$ cat config.mk
export PLATFORM = sky130hd
export DESIGN_NAME = m_ifetch_buf
export DESIGN_NICKNAME = d
export VERILOG_FILES = /design/src/rtl/m_ifetch_buf.sv
export SDC_FILE = /design/constraint.sdc
export NUM_CORES = 1
export LEC_CHECK = 0
export CAP_MARGIN = 25
export CORE_MARGIN = 2
export CORE_UTILIZATION = 23
export DETAILED_ROUTE_END_ITERATION = 8
export SYNTH_ARGS = -nofsm -noshare
export SYNTH_HDL_FRONTEND = slang
export SYNTH_SLANG_ARGS = --single-unit
$ cat constraint.sdc
create_clock -name w_clk -period 2.9 [get_ports w_clk]
set_input_delay 0.435 -clock w_clk [delete_from_list [all_inputs] [get_ports w_clk]]
set_output_delay 0.435 -clock w_clk [all_outputs]
set_load 0.005 [all_outputs]
$ cat src/rtl/m_ifetch_buf.sv
// m_ifetch_buf -- instruction fetch stage with a small prefetch queue.
//
// Owns the PC and issues sequential word fetches to a 1-cycle-latency
// instruction memory. Returned {pc, inst} pairs are queued in a FIFO and
// presented to decode through a valid/ready handshake. A redirect flushes
// the queue, discards the response in flight, and restarts fetch at a new PC.
//
// Optional build macro: IFB_BYPASS_EN
//   When defined, a live response that arrives while the FIFO is empty is
//   presented to decode combinationally in the same cycle. If decode takes it,
//   it is not written into the FIFO.
//
// Parameters:
//   DEPTH    FIFO entries (power of two, >= 2)
//   RESET_PC PC loaded on reset
//
// Ports:
//   w_clk, w_rst               clock, synchronous active-high reset
//   w_imem_req, w_imem_adr     fetch request / word address
//   w_imem_inst                instruction, valid the cycle after a request
//   w_redirect, w_redirect_pc  flush and restart fetch at a new PC
//   w_out_valid, w_out_ready   handshake toward decode
//   w_out_pc, w_out_inst       head entry
//   w_count                    occupied FIFO entries
module m_ifetch_buf #(
  parameter int unsigned DEPTH    = 4,
  parameter logic [31:0] RESET_PC = 32'h0
) (
  input  logic                     w_clk,
  input  logic                     w_rst,
  output logic                     w_imem_req,
  output logic [31:0]              w_imem_adr,
  input  logic [31:0]              w_imem_inst,
  input  logic                     w_redirect,
  input  logic [31:0]              w_redirect_pc,
  output logic                     w_out_valid,
  input  logic                     w_out_ready,
  output logic [31:0]              w_out_pc,
  output logic [31:0]              w_out_inst,
  output logic [$clog2(DEPTH):0]   w_count
);

  localparam int unsigned AW = $clog2(DEPTH);
  localparam int unsigned CW = AW + 1;

  logic [31:0]   r_pc;
  logic [31:0]   r_req_pc;
  logic          r_inflight;
  logic [AW-1:0] r_wr_ptr;
  logic [AW-1:0] r_rd_ptr;
  logic [CW-1:0] r_count;
  logic [31:0]   r_mem_pc   [DEPTH];
  logic [31:0]   r_mem_inst [DEPTH];

  logic w_fifo_nz;
  logic w_live;
  logic w_bypass;
  logic w_push;
  logic w_pop;

  always_comb begin
    w_fifo_nz = (r_count != '0);
    // A response is live only if no redirect is killing it this cycle.
    w_live    = r_inflight && !w_redirect;
`ifdef IFB_BYPASS_EN
    w_bypass  = w_live && !w_fifo_nz;
`else
    w_bypass  = 1'b0;
`endif
    // The in-flight slot is reserved up front so a push can never overflow;
    // a same-cycle pop is deliberately not credited.
    w_imem_req  = !w_rst && !w_redirect &&
                  ((r_count + CW'(r_inflight)) < CW'(DEPTH));
    w_imem_adr  = r_pc;
    w_out_valid = w_fifo_nz || w_bypass;
    w_out_pc    = '0;
    w_out_inst  = '0;
    if (w_fifo_nz) begin
      w_out_pc   = r_mem_pc[r_rd_ptr];
      w_out_inst = r_mem_inst[r_rd_ptr];
    end else if (w_bypass) begin
      w_out_pc   = r_req_pc;
      w_out_inst = w_imem_inst;
    end
    // Redirect beats pop: the handshake in the redirect cycle is dropped.
    w_pop   = w_fifo_nz && w_out_ready && !w_redirect;
    w_push  = w_live && !(w_bypass && w_out_ready);
    w_count = r_count;
  end

  always_ff @(posedge w_clk) begin
    if (w_rst) begin
      r_pc       <= RESET_PC;
      r_req_pc   <= '0;
      r_inflight <= 1'b0;
      r_wr_ptr   <= '0;
      r_rd_ptr   <= '0;
      r_count    <= '0;
    end else if (w_redirect) begin
      r_pc       <= {w_redirect_pc[31:2], 2'b00};
      r_inflight <= 1'b0;
      r_wr_ptr   <= '0;
      r_rd_ptr   <= '0;
      r_count    <= '0;
    end else begin
      if (w_imem_req) begin
        r_req_pc   <= r_pc;
        r_pc       <= r_pc + 32'd4;
        r_inflight <= 1'b1;
      end else begin
        r_inflight <= 1'b0;
      end
      if (w_push) r_wr_ptr <= r_wr_ptr + AW'(1);
      if (w_pop)  r_rd_ptr <= r_rd_ptr + AW'(1);
      case ({w_push, w_pop})
        2'b10:   r_count <= r_count + CW'(1);
        2'b01:   r_count <= r_count - CW'(1);
        default: r_count <= r_count;
      endcase
    end
  end

  // Storage needs no reset; entries are only visible behind a valid count.
  always_ff @(posedge w_clk) begin
    if (!w_rst && !w_redirect && w_push) begin
      r_mem_pc[r_wr_ptr]   <= r_req_pc;
      r_mem_inst[r_wr_ptr] <= w_imem_inst;
    end
  end

endmodule

; ---- After elaboration in Yosys (flattened, before gate mapping)
; Memories as Yosys holds them, arrays and structs flattened. A register that Yosys moved wholly into a read port is not among the register bits.
; Cells that the tools add are included.
; Widths: inputs -> output; s select.
[classes]
addsub = 6
reduce_logical = 13
mux = 12
n_eq_ne = 2
n_lt_le_gt_ge = 1
bitwise_logic = 1
[op_table]
columns = operator, n
row1 = $mux 32, 4
row2 = $add 32x3->32 const B, 1
row3 = $mux 2, 4
row4 = $logic_and 1x1->1, 6
row5 = $pmux 3 s2, 1
row6 = $add 2x1->2 const B, 2
row7 = $reduce_bool 2->1, 2
row8 = $add 3x1->3, 1
row9 = $add 3x1->3 const B, 1
row10 = $lt 3x3->1 const B, 1
row11 = $mux 1, 3
row12 = $reduce_bool 3->1, 1
row13 = $sub 3x1->3 const B, 1
row14 = $eq 2x1->1 const B, 1
row15 = $eq 2x2->1 const B, 1
row16 = $logic_not 1->1, 2
row17 = $reduce_and 2->1, 1
row18 = $reduce_or 2->1, 1
row19 = $not 1->1, 1
[word_totals]
elab_cells = 44
output_inout_bits = 101
ramBits = 256
n_memories = 2
ff_bits = 72
[mem_list]
columns = memory, depth, word_bits, rd, rd_ports_with_merged_regs, write_ports, line
row1 = r_mem_inst, 4, 32, 1, 1, 1, 53  ; logic [31:0] r_mem_inst [DEPTH];
row2 = r_mem_pc, 4, 32, 1, 1, 1, 52  ; logic [31:0] r_mem_pc [DEPTH];

; ---- Longest topological paths before layout
[depth]
ltp_word = 5
mapped_depth = 10

; ---- Worst setup path after synthesis
; Ideal clock, no wire load.
[synth_timing]
path_type = input to register
start = input port w_redirect
end = memory r_mem_inst[0][0], enable pin
n_path_buf = 1
t_required_ps = 2473
path_stages = 3
slack_ps = 32
arrival_time_ps = 2441
path_cell_list = clkbuf_1 -> nor2_1 -> and3_1
[synth_via]
elab_chain_len = 5
word_cells_on_any_way = 6
[synth_rtl]
columns = item, line
row1 = start: declaration, 34  ; input logic w_redirect,
row2 = $logic_not 1->1 (*), "64, 125"
row3 = $logic_and 1x1->1 (on tied branches), "125, 64"
row4 = $logic_and 1x1->1 (*), 125  ; if (!w_rst && !w_redirect && w_push) begin
row5 = $mux 1 (*), 125
row6 = $mux 1 (implied by the code) (*), 127  ; r_mem_inst[r_wr_ptr] <= w_imem_inst;
row7 = end: declaration, 53
; Every way passes the cells marked *; elsewhere a longest branch is shown, timed or not.

==> run metrics <==
status completed; proportion of layout cells with a drive suffix above 1 between 10% and 20%; number of distinct library cells after synthesis 57; P_sw about 2200 µW; Hold Path Class input pin to flop; Worst path max stage delay 0.49 ns; WL/cell approximately 19 µm; sequence of cells on the critical path buf_12 > clkbuf_16 > mux4_2 > nor2b_1 > clkdlybuf4s50_1; number of max-slew violations in the final report 0; Netlist Area Pre-Place about 0.013 mm²; Synth warnings 0; # DRC 0; nets ~1100; count leader, synth edfxtp_1; Final GP Congestion 0.7913; Setup CP Type flop to primary output; Final Cycle Share between 90% and 100%; CTS Buf Count 39; antenna viol nets, final 0; Post-DP HPWL about 21000 µm; cells after synthesis ~820; Final Setup Violations 0; Fin Setup TNS 0 ns; Vias 7574; critical path peak fanout 6; cell taking the most area after synthesis edfxtp_1; post-synth top area share between 50% and 60%; Clock transition at path regs ~0.060 ns; sequential area share after synthesis between 60 and 70%; CTS tree built; non-filler instance count after layout 1739; required time of the critical path between 2 and 2.5 ns; global-route wire length before repair 49070 µm; Placed Cells 1660; Core ar. about 0.055 mm²; 1st-pass router iterations 4; sequential share of power between 40% and 50%; placed cell areas between 0.015 and 0.02 mm²; die span in x about 240 µm; ys flop type edfxtp_1; grt ovf 0; overall routing resource usage 11.54%; Worst-Margin Slew ~0.7 ns; Die Y-Extent 239.3 µm; hold slack a little over 0.4 ns; clk root buf clkbuf_16; Max transition margin between 50% and 60%; vias per std cell 4.355; Leak a little under 0.006 µW; largest net degree at the start of global routing 60; Clock Path Buffers 3; Async SR Flop Fraction 0%; internal power 8035 µW; R2R Setup Slk 0.63 ns; number of global-route vias before repair slightly below 8000; Hold Violations, Final 0; slowest CP cell mux4_2; Pwr per Cell Area between 600 and 700 mW/mm²; max_cap viols 0; fraction of power consumed by the clock network between 40% and 50%; n_diodes 0; latest clock arrival within the worst-skew pair between 0.5 and 0.6 ns; PortBufs roughly 160; Cell Rows between 80 and 90; initial DRC count between 400 and 500; Layout area overhead 32.42%; routed wire length between 30000 and 40000 µm; post-synthesis register bit count ~320; largest cells by area after synthesis edfxtp_1 (58%), dfxtp_1 (11%), mux4_2 (11%); maximum VDD drop around 0.35 mV; Post-synth EDFFs 248; sw frac a little over a fifth; combinational share of power approximately 4.3%; Synth top cells by count edfxtp_1 (248), nand2_1 (78), nor2b_1 (72); clk sinks 318; Ports 169; minimum clock period 2.822 ns; Data arrival, critical path 2.39 ns; Peak Freq between 300 and 400 MHz; antenna violations before repair 0; Syn Area/Cell approximately 16 µm²; worst clock skew about 0.018 ns; crit end category primary output; htree depth 2; CP Launch Type flop; starting density of the core between 20 and 25%; Die ar. roughly 0.057 mm²; Design Area, Final 0.01687 mm²
==> layout make-up <==
cell class / count / area (µm²)
clock buffers: 47 / 1037
clock inverters: 24 / 237.7
fillers: 5431 / 38010
inverters: 16 / 62.56
multi-input cells: 433 / 3622
flip-flops and latches: 318 / 8857
well taps: 704 / 880.8
repair buffers: 197 / 2168
==> path summary, 6_finish.rpt <==
check,from,end,cells after the start
setup / recovery,flop,w_out_inst[21],5
setup reg to reg,w_count[2],w_count[2],8
hold reg to reg,r_req_pc[21],r_req_pc[21],2
hold / removal,w_rst,w_imem_adr[23],3
==> worst max-delay path, delay by kind of cell, from the launching register on <==
| kind | cells | cell delay [ns] |
|---|---|---|
| flops | 1 | 0.45 |
| simple gates | 1 | 0.14 |
| buf+inv | 3 | 0.76 |
| mux | 1 | 0.49 |
==> cell usage in the layout (no fill, tap or decap), types with 4 or more instances in the layout <==
cell             instances
nor2b_1                 71
nor2_1                  17
xnor2_1                 11
dfxtp_1                 67
dlymetal6s2s_1          18
a31oi_1                  9
nand3b_1                 4
or3_1                    6
dlygate4sd2_1            7
inv_1                   15
nand3_1                 16
clkbuf_1                 6
edfxtp_1               248
and3_1                   4
conb_1                   4
buf_4                   15
and4_1                   4
mux4_2                  62
buf_12                  14
ha_1                     6
o21a_1                   4
inv_6                    5
a21oi_1                 53
nand4_1                  9
o21ai_0                  7
clkdlybuf4s50_1        135
nor4_1                   6
clkbuf_16               42
nor3_1                   5
nand2_1                 78
and3_4                   5
clkinv_1                 7
o21ai_1                  5
==> timing repair <==
item / 4_1_cts / 5_1_grt
buffers inserted: 1 / 4
gates cloned: 0 / 3
pin swaps: 0 / 1
hold buffers: 0 / 0
hold endpoints to repair: 0 / 0
gates resized for setup: 10 / 20
endpoints found under the setup margin: 12 / 30
==> per-stage QoR <==
step                      util [%]  power, µW  worst slack, ns
after floorplan                  -       5270          0.03178
after global placement       28.09       5548           0.3626
after detailed placement     28.09       5557           0.3607
after CTS                    30.45      10420         -0.03453
after global routing         30.73      10640        -0.001236
final                        30.73      10260          0.07779
==> registers in the layout (all words and copies together) (netlist names), named ones only <==
signal / cells
r_inflight: 1
w_imem_adr: 30
r_mem_inst: 128
r_wr_ptr: 2
r_req_pc: 30
r_mem_pc: 120
r_rd_ptr: 2
w_count: 3
==> power groups by stage <==
stage / sequential, µW / combinational [µW] / clock (µW)
6_report: 5020 / 439 / 4800
5_1_grt: 5030 / 478 / 5130
4_1_cts: 5020 / 442 / 4960
3_5_place_dp: 5120 / 439 / 0
3_3_place_gp: 5110 / 434 / 0
2_1_floorplan: 5100 / 174 / 0
==> kinds of logic after synthesis <==
group                      Yosys count  share of synthesized area (%)
AOI/OAI and AO/OA                   91                          4.067
xor gates and xnor gates            16                          1.218
adders and majority gates            7                         0.7466
buffers and inverters               68                          2.446
DFF                                318                          69.47
muxes                               69                          11.64
other                                1                        0.02944
and+or+nand+nor                    246                          10.38
==> per-layer routing <==
metal	GRT usage, %	up-vias	routed length [µm]
li1	-	3473	-
met1	15.52	3831	15340
met2	18.37	227	15640
met3	3.169	43	2068
met4	2.898	0	598
met5	0	-	0
Note: power is estimated with default switching activity, not from simulation.
==> RTL change 1: new RTL, config.mk and constraints unchanged <==
Add a define of `IFB_BYPASS_EN`.
--- a/src/rtl/m_ifetch_buf.sv
+++ b/src/rtl/m_ifetch_buf.sv
@@ -23,4 +23,6 @@
 //   w_out_pc, w_out_inst       head entry
 //   w_count                    occupied FIFO entries
+`define IFB_BYPASS_EN
+
 module m_ifetch_buf #(
   parameter int unsigned DEPTH    = 4,
Function: changed (a bounded check fails within 4 cycles, from zero or initial values and one cycle with w_rst high).
==> RTL change 1 against the original RTL <==
Global-route usage up 0.45 points; cell area increased by 1.9%; sequential power barely moved; sequential cell count unchanged; power shrank 2.8%; wire length up 3.2%; count of clock-buffer cells in the layout decreased by 2; setup slack worse by 0.013 ns; non-clock buffer count increased by 21; synthesized area increased by 0.69%.
==> RTL change 1: results (changes against the original RTL) <==
** Run status
- The flow ran to the end, and the final reports show no timing, DRC or antenna violations.

** Yosys
- Average cell area after synthesis :: 16.0 um2 (+2.2%)
- The area share of xor/xnor cells in the synthesized design was 1.91% (+0.69 points).
- The commonest cells after synthesis are sky130_fd_sc_hd__edfxtp_1, sky130_fd_sc_hd__nand2_1, sky130_fd_sc_hd__dfxtp_1, sky130_fd_sc_hd__a22o_1, sky130_fd_sc_hd__mux4_2.

** Critical path
- The highest net fanout along the worst path came to 8 (+2).
- Worst r2r path cells :: 10 (+2)
- The critical path ends at w_out_pc[21].
- Register-to-register setup slack :: 0.44 ns (-0.19 ns)

** Floorplan
- Floorplan die area :: 57,700 um2 (+0.68%)

** Routing
- Mean routed wirelength per cell :: 19.5 um (+0.66%)
- Met3 routed WL :: 1980 um (-4.4%)
- Post-Route M1 WL :: 15,300 um (-0.29%)
- Via count :: 7,736 (+2.1%)
- Drt first-iter violations :: 424 (-3.2%)

** Finish
- The multi-input logic cell count is 422 (-2.5%).
- Register area :: 8860 um2 (about the same)
- The multi-input logic portion of the cell area came to 21.6% (+0.16 points).
- Total of plain and repair buffers excluding clock buffers :: 218 (+11%)
- Count of non-CTS inverters in the layout :: 11 (-5)
- Layout cell share with drive strength beyond 1 :: 19.8% (+2.7 points)

** STA
- The worst hold slack was 0.347 ns (-0.0588 ns).
- The final worst clock skew came to 0.0226 ns (+0.00496 ns).

** Power and ir drop
- The power in sequential cells came to 0.00501 W (about the same).
- Switching fraction of total power :: 21.3% (-0.38 points)

** Global routing
- The met3 usage is 2.69% (-0.48 points).
- GR Util met2 :: 19.8% (+1.4 points)
- The overall global routing resource usage is 12.0% (+0.45 points).
- Number of global-route vias before repair :: 8,024 (+2.9%)
- M1 GR Usage :: 15.7% (+0.14 points)

** Min path
- For hold timing, the worst endpoint is w_imem_adr[31].
==> RTL change 1: cell types whose count changed in the layout (fill, tap and decap cells not counted), moves of 7 or more <==
cell / change
sky130_fd_sc_hd__a211oi_1: +12
sky130_fd_sc_hd__a22o_1: +58
sky130_fd_sc_hd__and3_1: +8
sky130_fd_sc_hd__buf_12: +7
sky130_fd_sc_hd__buf_4: +7
sky130_fd_sc_hd__clkdlybuf4s15_1: +7
sky130_fd_sc_hd__clkdlybuf4s50_1: -32
sky130_fd_sc_hd__dlygate4sd2_1: +34
sky130_fd_sc_hd__dlymetal6s2s_1: -11
sky130_fd_sc_hd__nand2_1: +7
sky130_fd_sc_hd__nor2_1: +7
sky130_fd_sc_hd__nor2b_1: -71
sky130_fd_sc_hd__xor2_1: +16
==> RTL change 1: timing repair <==
action,in CTS,in global routing
pin swaps,5,2
gates cloned,3,2
setup endpoints to repair,62,14
gates resized for setup,73,23
buffers inserted,9,3
==> RTL change 2: new RTL, same flow settings <==
Made on the original files. Put a register stage on the output `w_count`, without a reset. The value now appears one clock later. The other outputs are not delayed to match.
--- a/src/rtl/m_ifetch_buf.sv
+++ b/src/rtl/m_ifetch_buf.sv
@@ -44,4 +44,6 @@
   localparam int unsigned CW = AW + 1;
 
+  logic [$clog2(DEPTH):0] w_count_d;
+
   logic [31:0]   r_pc;
   logic [31:0]   r_req_pc;
@@ -86,5 +88,5 @@
     w_pop   = w_fifo_nz && w_out_ready && !w_redirect;
     w_push  = w_live && !(w_bypass && w_out_ready);
-    w_count = r_count;
+    w_count_d = r_count;
   end
 
@@ -129,4 +131,8 @@
   end
 
+  always_ff @(posedge w_clk) begin
+    w_count <= w_count_d;
+  end
+
 endmodule
 
Behaviour: not the same (a bounded check fails within 4 cycles, from zero or initial values and one cycle with w_rst high).
==> RTL change 2 against the original RTL <==
Synthesized area shrank 0.82%; setup slack gained 0.029 ns; cell area shrank 1.3%; sequential cell count grew 3; via count shrank 3.2%; clock skew grew 0.0073 ns; die area shrank 0.80%; power is essentially flat; wire length shrank 6.9%; hold slack lost 0.11 ns; largest cell class unchanged; largest power group unchanged.
==> RTL change 2: results (changes against the original RTL) <==
** Run status
- Result of the run :: finished, final reports clean

** Routing
- Initial DRT Pass Iterations :: 5 (+1)
- Drt first-iter violations :: 521 (+19%)
- Post-Route M1 WL :: 14,100 um (-8.0%)
- The average wire per standard cell came to 18.3 um (-5.5%).
- The met2 wire length is 14,600 um (-6.4%).
- Met3 routed WL :: 1990 um (-3.7%)

** Place
- Post-Place Cells :: 1,642 (-1.1%)
- The placed wire-length estimate after detailed placement was 20,300 um (-3.9%).
- Setup Slack @ Placement :: 0.164 ns (-0.197 ns)
- The weighted congestion reported at the end of routability-driven placement came to 0.772 (-2.4%).

** CTS
- The post-CTS repair timing setup buffer count is 0 (-1).
- CTS Buf Count :: 38 (-2.6%)
- The TritonCTS sink count came to 321 (+0.94%).

** Min path
- For hold timing, the worst endpoint is r_req_pc[12].
- Hold path cells :: 2 (-1)

** Finish
- The total number of nets in the final design came to 1,061 (-1.8%).
- Layout clock buffer count :: 45 (-4.3%)
- Total of plain and repair buffers excluding clock buffers :: 191 (-3.0%)
- Clock network area share :: 7.64% (+0.079 points)
- The fraction of area in registers was 53.6% (+1.1 points).

** Critical path
- The delay of the slowest cell on the worst path came to 0.55 ns (+0.06 ns).
- CP Max Fanout :: 23 (+17)
- Critical Path End :: w_out_inst[12]
- The cell depth of the worst flop-to-flop path came to 5 (-3).
- The signal arrival time at the worst endpoint was 2.36 ns (-0.03 ns).
- Register-to-register setup slack :: 0.59 ns (-0.04 ns)

** Global routing
- Number of global-route vias before repair :: 7,527 (-3.5%)
- Wire length of the first global-routing pass :: 47,100 um (-4.1%)
- GR Util met2 :: 18.0% (-0.41 points)

** Yosys
- The sequential fraction of the synthesis area came to 70.5% (+1.0 points).
- The mux cell area share after synthesis is 11.2% (-0.43 points).
- The area share of xor/xnor cells in the synthesized design came to 1.73% (+0.52 points).
- The compound-gate portion of the synthesized area is 4.07% (about the same).
- Average cell area after synthesis :: 15.7 um2 (+0.79%)
- The distinct cell type count of the synthesized netlist is 42 (-26%).

** STA
- The final worst clock skew came to 0.0249 ns (+0.00726 ns).

** Power and ir drop
- The power per unit of standard cell area came to 616 nW/um2 (+1.3%).
- The reported net switching power came to 0.00215 W (-3.3%).
- The total combinational power was 0.000417 W (-5.0%).
- Worst voltage drop across the vdd grid :: 0.347 mV (about the same)
[RTL change 2: cell count changes after synthesis, moves of 6 or more]
| cell | delta |
|---|---|
| sky130_fd_sc_hd__a211oi_1 | +8 |
| sky130_fd_sc_hd__nor2b_1 | -10 |
| sky130_fd_sc_hd__clkbuf_1 | +8 |
| sky130_fd_sc_hd__xnor2_1 | +6 |
| sky130_fd_sc_hd__o211ai_1 | +7 |
| sky130_fd_sc_hd__o22ai_1 | +7 |
| sky130_fd_sc_hd__a21oi_1 | -16 |
| sky130_fd_sc_hd__nand2_1 | +8 |
[RTL change 2: metrics by stage]
stage	TNS, ns	power (W)
final	0	0.0103
after global routing	-0.0127	0.0106
after CTS	-0.0183	0.0104
after detailed placement	0	0.00559
after global placement	0	0.00558
after floorplan	0	0.00531
